[config.mk]
export PLATFORM = sky130hd
export DESIGN_NAME = uart_rx_fifo
export DESIGN_NICKNAME = d
export VERILOG_FILES = /design/src/rtl/uart_rx_fifo_pkg.sv /design/src/rtl/uart_rx_fifo_mem_2p.sv /design/src/rtl/uart_rx_fifo.sv
export SDC_FILE = /design/constraint.sdc
export NUM_CORES = 1
export LEC_CHECK = 0
export ABC_AREA = 1
export CORE_MARGIN = 2
export CORE_UTILIZATION = 54
export DETAILED_ROUTE_END_ITERATION = 10
export DONT_BUFFER_PORTS = 1
export PLACE_DENSITY = 0.69
export REMOVE_ABC_BUFFERS = 1
export SLEW_MARGIN = 20
export SYNTH_ARGS = -nofsm -noshare
export SYNTH_HDL_FRONTEND = slang
export SYNTH_SLANG_ARGS = --single-unit
export TNS_END_PERCENT = 100
[constraint.sdc]
create_clock -name clk -period 2.6 [get_ports clk]
set_input_delay 0.13 -clock clk [delete_from_list [all_inputs] [get_ports clk]]
set_output_delay 0.13 -clock clk [all_outputs]
set_load 0.03 [all_outputs]
[src/rtl/uart_rx_fifo_pkg.sv]
// ============================================================================
//  Module      : uart_rx_fifo_pkg
//  Description : Shared constants for the uart receive FIFO and its decoder.
//  Revision    : 1.0 - initial release
// ============================================================================
`default_nettype none

package uart_rx_fifo_pkg;

   // Bit positions inside the 16-bit status word
   localparam int c_STS_NEMPTY    = 0;
   localparam int c_STS_FULL      = 1;
   localparam int c_STS_OVF       = 2;
   localparam int c_STS_COUNT_LSB = 8;
   localparam int c_STS_IRQ       = 15;

   localparam logic [1:0] c_ST_IDLE     = 2'd0;
   localparam logic [1:0] c_ST_ACK      = 2'd1;
   localparam logic [1:0] c_ST_WAIT_LOW = 2'd2;

   localparam logic [15:0] c_ADDR_DATA   = 16'h0001;
   localparam logic [15:0] c_ADDR_STATUS = 16'h0002;

endpackage

`default_nettype wire

[src/rtl/uart_rx_fifo_mem_2p.sv]
// ============================================================================
//  Module      : fifo_mem_2p
//  Description : Inferred dual-port RAM, synchronous write, asynchronous read.
//  Revision    : 1.0 - initial release
// ============================================================================
`default_nettype none

module fifo_mem_2p #(
   parameter int WIDTH      = 8,
   parameter int DEPTH_LOG2 = 4
) (
   input  logic                  clk,
   input  logic                  we_i,
   input  logic [DEPTH_LOG2-1:0] waddr_i,
   input  logic [WIDTH-1:0]      wdata_i,
   input  logic [DEPTH_LOG2-1:0] raddr_i,
   output logic [WIDTH-1:0]      rdata_o
);

   logic [WIDTH-1:0] mem_q [2**DEPTH_LOG2];

   always_ff @(posedge clk) begin
      if (we_i) begin
         mem_q[waddr_i] <= wdata_i;
      end
   end

   assign rdata_o = mem_q[raddr_i];

endmodule

`default_nettype wire

[src/rtl/uart_rx_fifo.sv]
// ============================================================================
//  Module      : uart_rx_fifo
//  Description : Uart receive byte FIFO with edge-triggered bus pop/clear.
//                Optional fill-level interrupt: define UART_RX_FIFO_IRQ_EN.
//  Revision    : 1.0 - initial release
// ============================================================================
`default_nettype none

module uart_rx_fifo
   import uart_rx_fifo_pkg::*;
#(
   parameter int DEPTH_LOG2 = 4,
   parameter int IRQ_LEVEL  = 8
) (
   input  logic        clk,
   input  logic        rst,
   input  logic        rx_new,
   input  logic [7:0]  rx_data,
   output logic        rx_ack,
   input  logic        bus_rd,
   input  logic        bus_clr,
   output logic [7:0]  rd_data,
   output logic [15:0] status,
   output logic        irq
);

   localparam logic [DEPTH_LOG2:0] c_FULL_CNT = (DEPTH_LOG2+1)'(2**DEPTH_LOG2);
   localparam logic [DEPTH_LOG2:0] c_CNT_ONE  = (DEPTH_LOG2+1)'(1);

   generate
      if (DEPTH_LOG2 < 2 || DEPTH_LOG2 > 5 || IRQ_LEVEL < 1 || IRQ_LEVEL > 2**DEPTH_LOG2) begin : g_bad_param
         $error("uart_rx_fifo: DEPTH_LOG2 or IRQ_LEVEL out of range");
      end
   endgenerate

   logic [1:0]            state_q, state_d;
   logic                  rx_ack_q, rx_ack_d;
   logic                  bus_rd_q, bus_clr_q;
   logic [DEPTH_LOG2-1:0] wr_ptr_q, wr_ptr_d, rd_ptr_q, rd_ptr_d;
   logic [DEPTH_LOG2:0]   count_q, count_d;
   logic                  ovf_q, ovf_d;
   logic [7:0]            rd_data_q, rd_data_d;
   logic [15:0]           status_q, status_d;
   logic                  irq_q, irq_d;

   logic                  w_push_req, w_push, w_pop, w_full, w_nempty;
   logic                  w_pop_edge, w_clr_edge;
   logic [7:0]            w_mem_rdata;

   // Ingest FSM: one push per uart byte, regardless of how long rx_new stays high
   always_ff @(posedge clk or posedge rst) begin
      if (rst) begin
         state_q <= c_ST_IDLE;
      end else begin
         state_q <= state_d;
      end
   end

   always_comb begin
      state_d = state_q;
      case (state_q)
         c_ST_IDLE:     if (rx_new)  state_d = c_ST_ACK;
         c_ST_ACK:                   state_d = c_ST_WAIT_LOW;
         c_ST_WAIT_LOW: if (!rx_new) state_d = c_ST_IDLE;
         default:                    state_d = c_ST_IDLE;
      endcase
   end

   always_comb begin
      w_push_req = (state_q == c_ST_IDLE) && rx_new;
      rx_ack_d   = w_push_req;
   end

   assign w_full     = (count_q == c_FULL_CNT);
   assign w_nempty   = (count_q != '0);
   assign w_pop_edge = bus_rd  & ~bus_rd_q;
   assign w_clr_edge = bus_clr & ~bus_clr_q;
   assign w_pop      = w_pop_edge & w_nempty;
   // A full FIFO can still accept a byte when a pop frees a slot in the same cycle
   assign w_push     = w_push_req & (~w_full | w_pop);

   always_comb begin
      wr_ptr_d = wr_ptr_q + DEPTH_LOG2'(w_push);
      rd_ptr_d = rd_ptr_q + DEPTH_LOG2'(w_pop);
      count_d  = count_q;
      if (w_push && !w_pop) begin
         count_d = count_q + c_CNT_ONE;
      end else if (w_pop && !w_push) begin
         count_d = count_q - c_CNT_ONE;
      end
      ovf_d = ovf_q;
      if (w_push_req && w_full && !w_pop) begin
         ovf_d = 1'b1;
      end else if (w_clr_edge) begin
         ovf_d = 1'b0;
      end
   end

`ifdef UART_RX_FIFO_IRQ_EN
   localparam logic [DEPTH_LOG2:0] c_IRQ_CNT = (DEPTH_LOG2+1)'(IRQ_LEVEL);
   assign irq_d = (count_q >= c_IRQ_CNT) | ovf_q;
`else
   assign irq_d = 1'b0;
`endif

   always_comb begin
      rd_data_d = w_nempty ? w_mem_rdata : 8'h00;
      status_d  = '0;
      status_d[c_STS_NEMPTY] = w_nempty;
      status_d[c_STS_FULL]   = w_full;
      status_d[c_STS_OVF]    = ovf_q;
      status_d[c_STS_COUNT_LSB +: DEPTH_LOG2+1] = count_q;
      status_d[c_STS_IRQ]    = irq_d;
   end

   always_ff @(posedge clk or posedge rst) begin
      if (rst) begin
         rx_ack_q  <= 1'b0;
         bus_rd_q  <= 1'b0;
         bus_clr_q <= 1'b0;
         wr_ptr_q  <= '0;
         rd_ptr_q  <= '0;
         count_q   <= '0;
         ovf_q     <= 1'b0;
         rd_data_q <= 8'h00;
         status_q  <= 16'h0000;
         irq_q     <= 1'b0;
      end else begin
         rx_ack_q  <= rx_ack_d;
         bus_rd_q  <= bus_rd;
         bus_clr_q <= bus_clr;
         wr_ptr_q  <= wr_ptr_d;
         rd_ptr_q  <= rd_ptr_d;
         count_q   <= count_d;
         ovf_q     <= ovf_d;
         rd_data_q <= rd_data_d;
         status_q  <= status_d;
         irq_q     <= irq_d;
      end
   end

   fifo_mem_2p #(
      .WIDTH      (8),
      .DEPTH_LOG2 (DEPTH_LOG2)
   ) u_mem (
      .clk     (clk),
      .we_i    (w_push),
      .waddr_i (wr_ptr_q),
      .wdata_i (rx_data),
      .raddr_i (rd_ptr_q),
      .rdata_o (w_mem_rdata)
   );

   assign rx_ack  = rx_ack_q;
   assign rd_data = rd_data_q;
   assign status  = status_q;
   assign irq     = irq_q;

endmodule

`default_nettype wire

### Yosys cells after proc, flatten, opt, wreduce, memory -nomap -nowiden

Memories as Yosys holds them, arrays and structs flattened.
Index checks and enable logic that the tools add are counted.

| storage, ports and cells | value |
|---|---|
| ROM bits | 0 |
| register bits | 35 |
| output and inout bits | 26 |
| bits of input ports | 13 |
| logic and storage cells | 50 |
| memories kept | 1 |
| bits in latches | 0 |
| bits in writable memories | 128 |

| operators by class | value |
|---|---|
| shifts and indexed selects | 0 |
| divide/modulo/power cells | 0 |
| reductions and logical operators | 12 |
| magnitude comparators | 0 |
| bitwise logic cells | 8 |
| eq/ne operators | 5 |
| mux-type cells | 10 |
| $mul | 0 |
| add/sub/neg operators | 4 |

Memories:

| name | depth | width | read ports | clocked after Yosys merged registers in | write ports | line | source |
|---|---|---|---|---|---|---|---|
| u_mem.mem_q | 16 | 8 | 1 | 0 | 1 | uart_rx_fifo_mem_2p.sv:20 | `logic [WIDTH-1:0] mem_q [2**DEPTH_LOG2];` |

Operators with widths:

| operator | count |
|---|---|
| $mux W5 | 2 |
| $add A4 B1 Y4 | 2 |
| $mux W8 | 1 |
| $pmux W2 S3 | 1 |
| $add A5 B1 Y5 const B | 1 |
| $eq A5 B5 Y1 const B | 1 |
| $logic_and A1 B1 Y1 | 5 |
| $reduce_bool A5 Y1 | 1 |
| $sub A5 B1 Y5 const B | 1 |
| $and A1 B1 Y1 | 4 |
| $mux W1 | 4 |
| $mux W2 | 2 |
| $ne A2 B2 Y1 const B | 2 |
| $reduce_bool A2 Y1 | 2 |
| $not A1 Y1 | 3 |
| $eq A2 B1 Y1 const B | 1 |
| $eq A2 B2 Y1 const B | 1 |
| $logic_not A1 Y1 | 2 |
| $logic_not A2 Y1 | 1 |
| $reduce_and A2 Y1 | 1 |
| $or A1 B1 Y1 | 1 |

### Depth between registers and ports, before layout

| logic depth | value |
|---|---|
| depth after elaboration | 9 |
| mapped depth | 15 |
| gate-level depth less buffers | 15 |

### Hierarchy

Synthesis repeated with hierarchy kept, for this count alone.

| unflattened totals | value |
|---|---|
| cell total of the unflattened synthesis | 675 |
| area total of the unflattened synthesis | 7,065.5 um2 |

By module, submodules not included:

| module | sequential area each (um2) | instances | cells an instance | area an instance (um2) |
|---|---|---|---|---|
| fifo_mem_2p | 3,843.7 | 1 | 543 | 5,606.6 |
| uart_rx_fifo | 875.8 | 1 | 132 | 1,458.9 |

### Worst setup path before layout

OpenSTA, ideal clock, no wires.

| timing path | value |
|---|---|
| path kind | reg2reg |
| start | register count_q[0] |
| end | register count_q[4] |
| data required time | 2,535 ps |
| slack | 430 ps |
| buffers on the path | 0 |
| cell stages (with the launch flop) | 15 |
| setup time | 65 ps |
| arrival time | 2,105 ps |
| clock period less this slack | 2,170 ps |
| cells stage by stage | dfrtp_1 -> nor2_1 -> nand3_2 -> nor2_4 -> inv_1 -> nand3_1 -> ha_1 -> inv_1 -> fa_1 -> nand2_1 -> nand2_1 -> a21oi_1 -> xor2_1 -> nand2_1 -> nand2_1 |

| between the ends | value |
|---|---|
| word-level cells in the longest chain between the ends | 7 |
| elaborated cells between the ends (all ways) | 15 |
| those cells by class | 2 x add/sub; 1 x eq/ne; 2 x mux; 4 x bitwise; 6 x reduce/logical |

RTL lines:

| what | line | source |
|---|---|---|
| start: declaration | uart_rx_fifo.sv:40 | `logic [DEPTH_LOG2:0] count_q, count_d;` |
| start signal: assignment | uart_rx_fifo.sv:134 | `count_q <= count_d;` |
| $reduce_bool A5 Y1 (*) | uart_rx_fifo.sv:75 | `assign w_nempty = (count_q != '0);` |
| named net w_nempty | uart_rx_fifo.sv:46 | `logic w_push_req, w_push, w_pop, w_full, w_nempty;` |
| $and A1 B1 Y1 (*) | uart_rx_fifo.sv:78 | `assign w_pop = w_pop_edge & w_nempty;` |
| $or A1 B1 Y1 | uart_rx_fifo.sv:80 | `assign w_push = w_push_req & (~w_full \| w_pop);` |
| $and A1 B1 Y1 | uart_rx_fifo.sv:80 |  |
| $logic_not A1 Y1 | uart_rx_fifo.sv:88 | `end else if (w_pop && !w_push) begin` |
| $logic_and A1 B1 Y1 | uart_rx_fifo.sv:88 |  |
| $reduce_bool A2 Y1 (no line) | n/a |  |

The timed path passes the listed nets; every way through them passes the cells marked *. The select of a mux whose other input is x is not followed.
A chain may end at the register's enable or synchronous reset.

### Final worst setup path

| timing path | value |
|---|---|
| start | register count_q[1] |
| end | register count_q[4] |

| between the ends | value |
|---|---|
| word-level cells in the longest chain between the ends | 7 |
| elaborated cells between the ends (all ways) | 15 |
| those cells by class | 2 x add/sub; 1 x eq/ne; 2 x mux; 4 x bitwise; 6 x reduce/logical |

RTL lines:

| what | line | source |
|---|---|---|
| $eq A5 B5 Y1 (*) | uart_rx_fifo.sv:74 | `assign w_full = (count_q == c_FULL_CNT);` |
| named net w_full | uart_rx_fifo.sv:46 |  |
| $not A1 Y1 (*) | uart_rx_fifo.sv:80 |  |
| $or A1 B1 Y1 (*) | uart_rx_fifo.sv:80 |  |
| $and A1 B1 Y1 (*) | uart_rx_fifo.sv:80 |  |
| $logic_not A1 Y1 | uart_rx_fifo.sv:88 |  |
| $logic_and A1 B1 Y1 | uart_rx_fifo.sv:88 |  |
| $reduce_bool A2 Y1 (no line) | n/a |  |

Marks and branches as above.

==> flow_summary_export.csv <==
group,metric,value,unit
route,vias,4189,
setup_path,r2r_cells,15,
sta,tightestPinTransition,0.882,ns
setup_path,cp.required,2.97,ns
yosys,ys.flop_type,"edfxtp_1",
yosys,synth.avg_cell_area,11.7,µm²
sta,period_needed,2.32,ns
placement,place.gp.congestion,0.807,
cts,path_clk_slew,0.06,ns
route,dr.pass1.iters,5,
pwr,p_seq_share,42.0,%
placement,preCtsSetupSlack,0.197,ns
final_layout,regArea,4720,µm²
sta,fin_crit_sh,89.1,%
route,wl,14400,µm
final_layout,syn_to_final_growth,11.9,%
setup_path,max_stage_delay,0.44,ns
yosys,ys_types,27,
floorplan,core.rowCount,40,
sta,timing.slew.headroom,41.0,%
cts,root_buffer,"clkbuf_16",
pwr,p_per_area,1150,nW/µm²
global_routing,grt_pass1_vias,4026,
yosys,synth_enable_flop_cells,128,
global_routing,grt_max_degree,65,
global_routing,antenna_found_initial,1,
pwr,p_leak,2.95,nW
setup_path,startpoint_type,"flip-flop",
floorplan,core_area,12100,µm²
route,wire_per_inst,18.5,µm
setup_path,startpoint,"count_q[1]",
cts,cts_tree,"done",
route,drc_errors,0,
floorplan,io_pins,39,
route,ant_nets,0,
yosys,syn_inst,574,
setup_path,crit_fanout,4,
sta,setup_slack,0.283,ns
sta,drv_slew,0,
cts,h-tree-depth,4,
floorplan,dieArea,13300,µm²
setup_path,critPathKind,"flip-flop to flip-flop",
run_status,outcome,"completed",
placement,numPortBuffers,0,
cts,cts.sinks,163,
yosys,synth_most_common_cell,"nand2_1",
sta,max_freq,432,MHz
sta,clock_skew,0.00674,ns
global_routing,grt_use_total,23.4,%
route,drt_first_iter_violations,492,
setup_path,worstPathCellList,"inv_1, nand3_2, nor2_2, nand2_1, nand2_1, inv_1, ha_1, inv_2, ha_1, nand2_1, nand2_1, a21oi_2, xor2_1, nand2_1, nand2_1",
setup_path,slowest_stage,"dfrtp_2",
floorplan,initial_core_util,55.7,%
cts,clk-insertion-delay-late,0.42,ns
setup_path,reg2reg_slack,0.28,ns
yosys,yosys-top-cells-count,"189 x nand2_1, 128 x edfxtp_1, 93 x nand3_1, 35 x dfrtp_1, 26 x nor2_1",
sta,setup_viol,0,
flow_run,drv_cap,0,
yosys,ys_seq_area_share,70.3,%
pwr,p_sw_share,37.0,%
final_layout,num-nets-final,619,
yosys,yosys_warnings,0,
floorplan,dieWidth,116,µm
cts,clk_path_buf_depth,2,
pwr,switchingPower,3.20,mW
yosys,yosysTopAreaCell,"edfxtp_1",
sta,tns,0,ns
cts,numCtsBuffers,17,
pwr,p_int,5.45,mW
setup_path,crit_family,"simple AND/OR/NAND/NOR gates",
worst_hold_path,hold_path_class,"input pin to flip-flop",
placement,placed_area,6800,µm²
yosys,synthTopCellsByArea,"edfxtp_1 57%, dfrtp_1 13%, nand2_1 11%",
pwr,peakVddDrop,0.760,mV
sta,grt_setup_unrepaired,"no",
route,vias_per_cell,5.38,
final_layout,post-route-util,62.3,%
setup_path,reg2reg_from,"count_q[1]",
final_layout,multiInputGateArea,1650,µm²
yosys,ys_async_sr_fraction,21.5,%
setup_path,end_kind,"flip-flop",
setup_path,crit_cells,15,
placement,hpwl,8720,µm
setup_path,endpoint,"count_q[4]",
final_layout,n_antenna_cell,0,
yosys,syn_area,6710,µm²
final_layout,postLayoutCellArea,7520,µm²
setup_path,timing.rr.end,"count_q[4]",
yosys,synth_top_area_share,57.2,%
yosys,synth-seq-cells,163,
setup_path,crit_path_frequent_cell,"nand2_1",
setup_path,cp.buffers_inverters,3,
global_routing,grt_pass1_wl,22200,µm
global_routing,grt.overflow.total,0,
pwr,power_frac_comb,30.7,%
pwr,p_clk_share,27.2,%
setup_path,cp_data_arrival_time,2.68,ns
floorplan,die_h,116,µm
final_layout,drive_gt1_share,9.18,%
sta,hold_viol,0,
final_layout,fill_cells,930,
placed cells by master (no fill, tap or decap), types with 2 or more instances in the layout:
master         count
nand2_1          189
edfxtp_1         128
nand3_1           93
dfrtp_1           32
nor2_1            26
inv_1             21
clkbuf_16         19
buf_4             17
a21oi_1           12
dlygate4sd3_1     12
conb_1             9
ha_1               8
clkbuf_1           6
xor2_1             5
nor3_1             4
clkbuf_8           4
o21ai_0            3
inv_2              3
clkinv_2           3
dfrtp_2            3
nand3_2            2
xnor2_1            2
power groups by stage:
stage	logic, mW	registers, mW	clock network [mW]
finish	2.66	3.64	2.35
global route	2.99	3.68	2.51
CTS	2.59	3.65	2.39
detailed placement	2.51	3.70	0
global placement	2.46	3.68	0
floorplan	1.54	3.80	0
layout make-up:
cell class	instances	area share [%]
Timing Repair Buffer	30	3.56
Clock inverter	3	0.200
Sequential cell	163	62.8
Multi-Input combinational cell	360	22.0
Tap cell	168	2.80
Clock buffer	29	7.36
Inverter	25	1.25
worst register-to-register path: cells and delay by family, from the launching register on:
family / cells / cell delay [ns]
xor gates and xnor gates: 1 / 0.15
buffers and inverters: 3 / 0.30
AOI/OAI and AO/OA: 1 / 0.13
adders and majority gates: 2 / 0.50
and+or+nand+nor: 8 / 0.73
DFF: 1 / 0.44
registers in the layout, summed over array words and instances (netlist names), 2 cells and up:
name         flops
state_q          2
count_q          5
wr_ptr_q         4
u_mem.mem_q    128
status           8
rd_data          8
rd_ptr_q         4
cell families after synthesis:
logic type	synth area share, %
buffers and inverters	5.59
AND/OR/NAND/NOR	20.0
flip-flops	70.3
adder cells (fa/ha/maj)	1.79
XOR/XNOR	0.913
AO/OA/AOI/OAI	1.40
other	0.0559
what timing repair did:
action                                 4_1_cts  5_1_grt
setup endpoints to repair                    0        2
endpoints found under the hold margin      153        0
buffers inserted                             0        3
gates resized for setup                      0        4
hold buffers                                12        0
through the flow:
stage	hold WS, ns	cells	total power [mW]
final	0.0209	778	8.65
after floorplan	0.161	548	5.34
after CTS	0.0120	775	8.64
after detailed placement	0.162	731	6.21
after global routing	0.0644	778	9.17
after global placement	0.162	731	6.14
how the worst min path moves through the flow:
| stage | startpoint | endpoint | slack [ns] | cells past startpoint |
|---|---|---|---|---|
| 2_1_floorplan | bus_clr | bus_clr_q | 0.16 | 0 |
| 3_3_place_gp | bus_clr | bus_clr_q | 0.16 | 0 |
| 3_5_place_dp | bus_clr | bus_clr_q | 0.16 | 0 |
| 4_1_cts | bus_rd | rd_ptr_q[0] | 0.01 | 3 |
| 5_1_grt | bus_rd | rd_ptr_q[0] | 0.06 | 3 |
| 6_report | bus_rd | rd_ptr_q[0] | 0.02 | 3 |
routing by layer:
metal  global-route usage (%)  wire, µm  up-vias
li1                         -         -     1979
met1                     33.9      6520     2050
met2                     34.6      6770      138
met3                     5.23       864       20
met5                        0         8        -
met4                     9.48       198        2
Power figures use the tool's default switching activity.
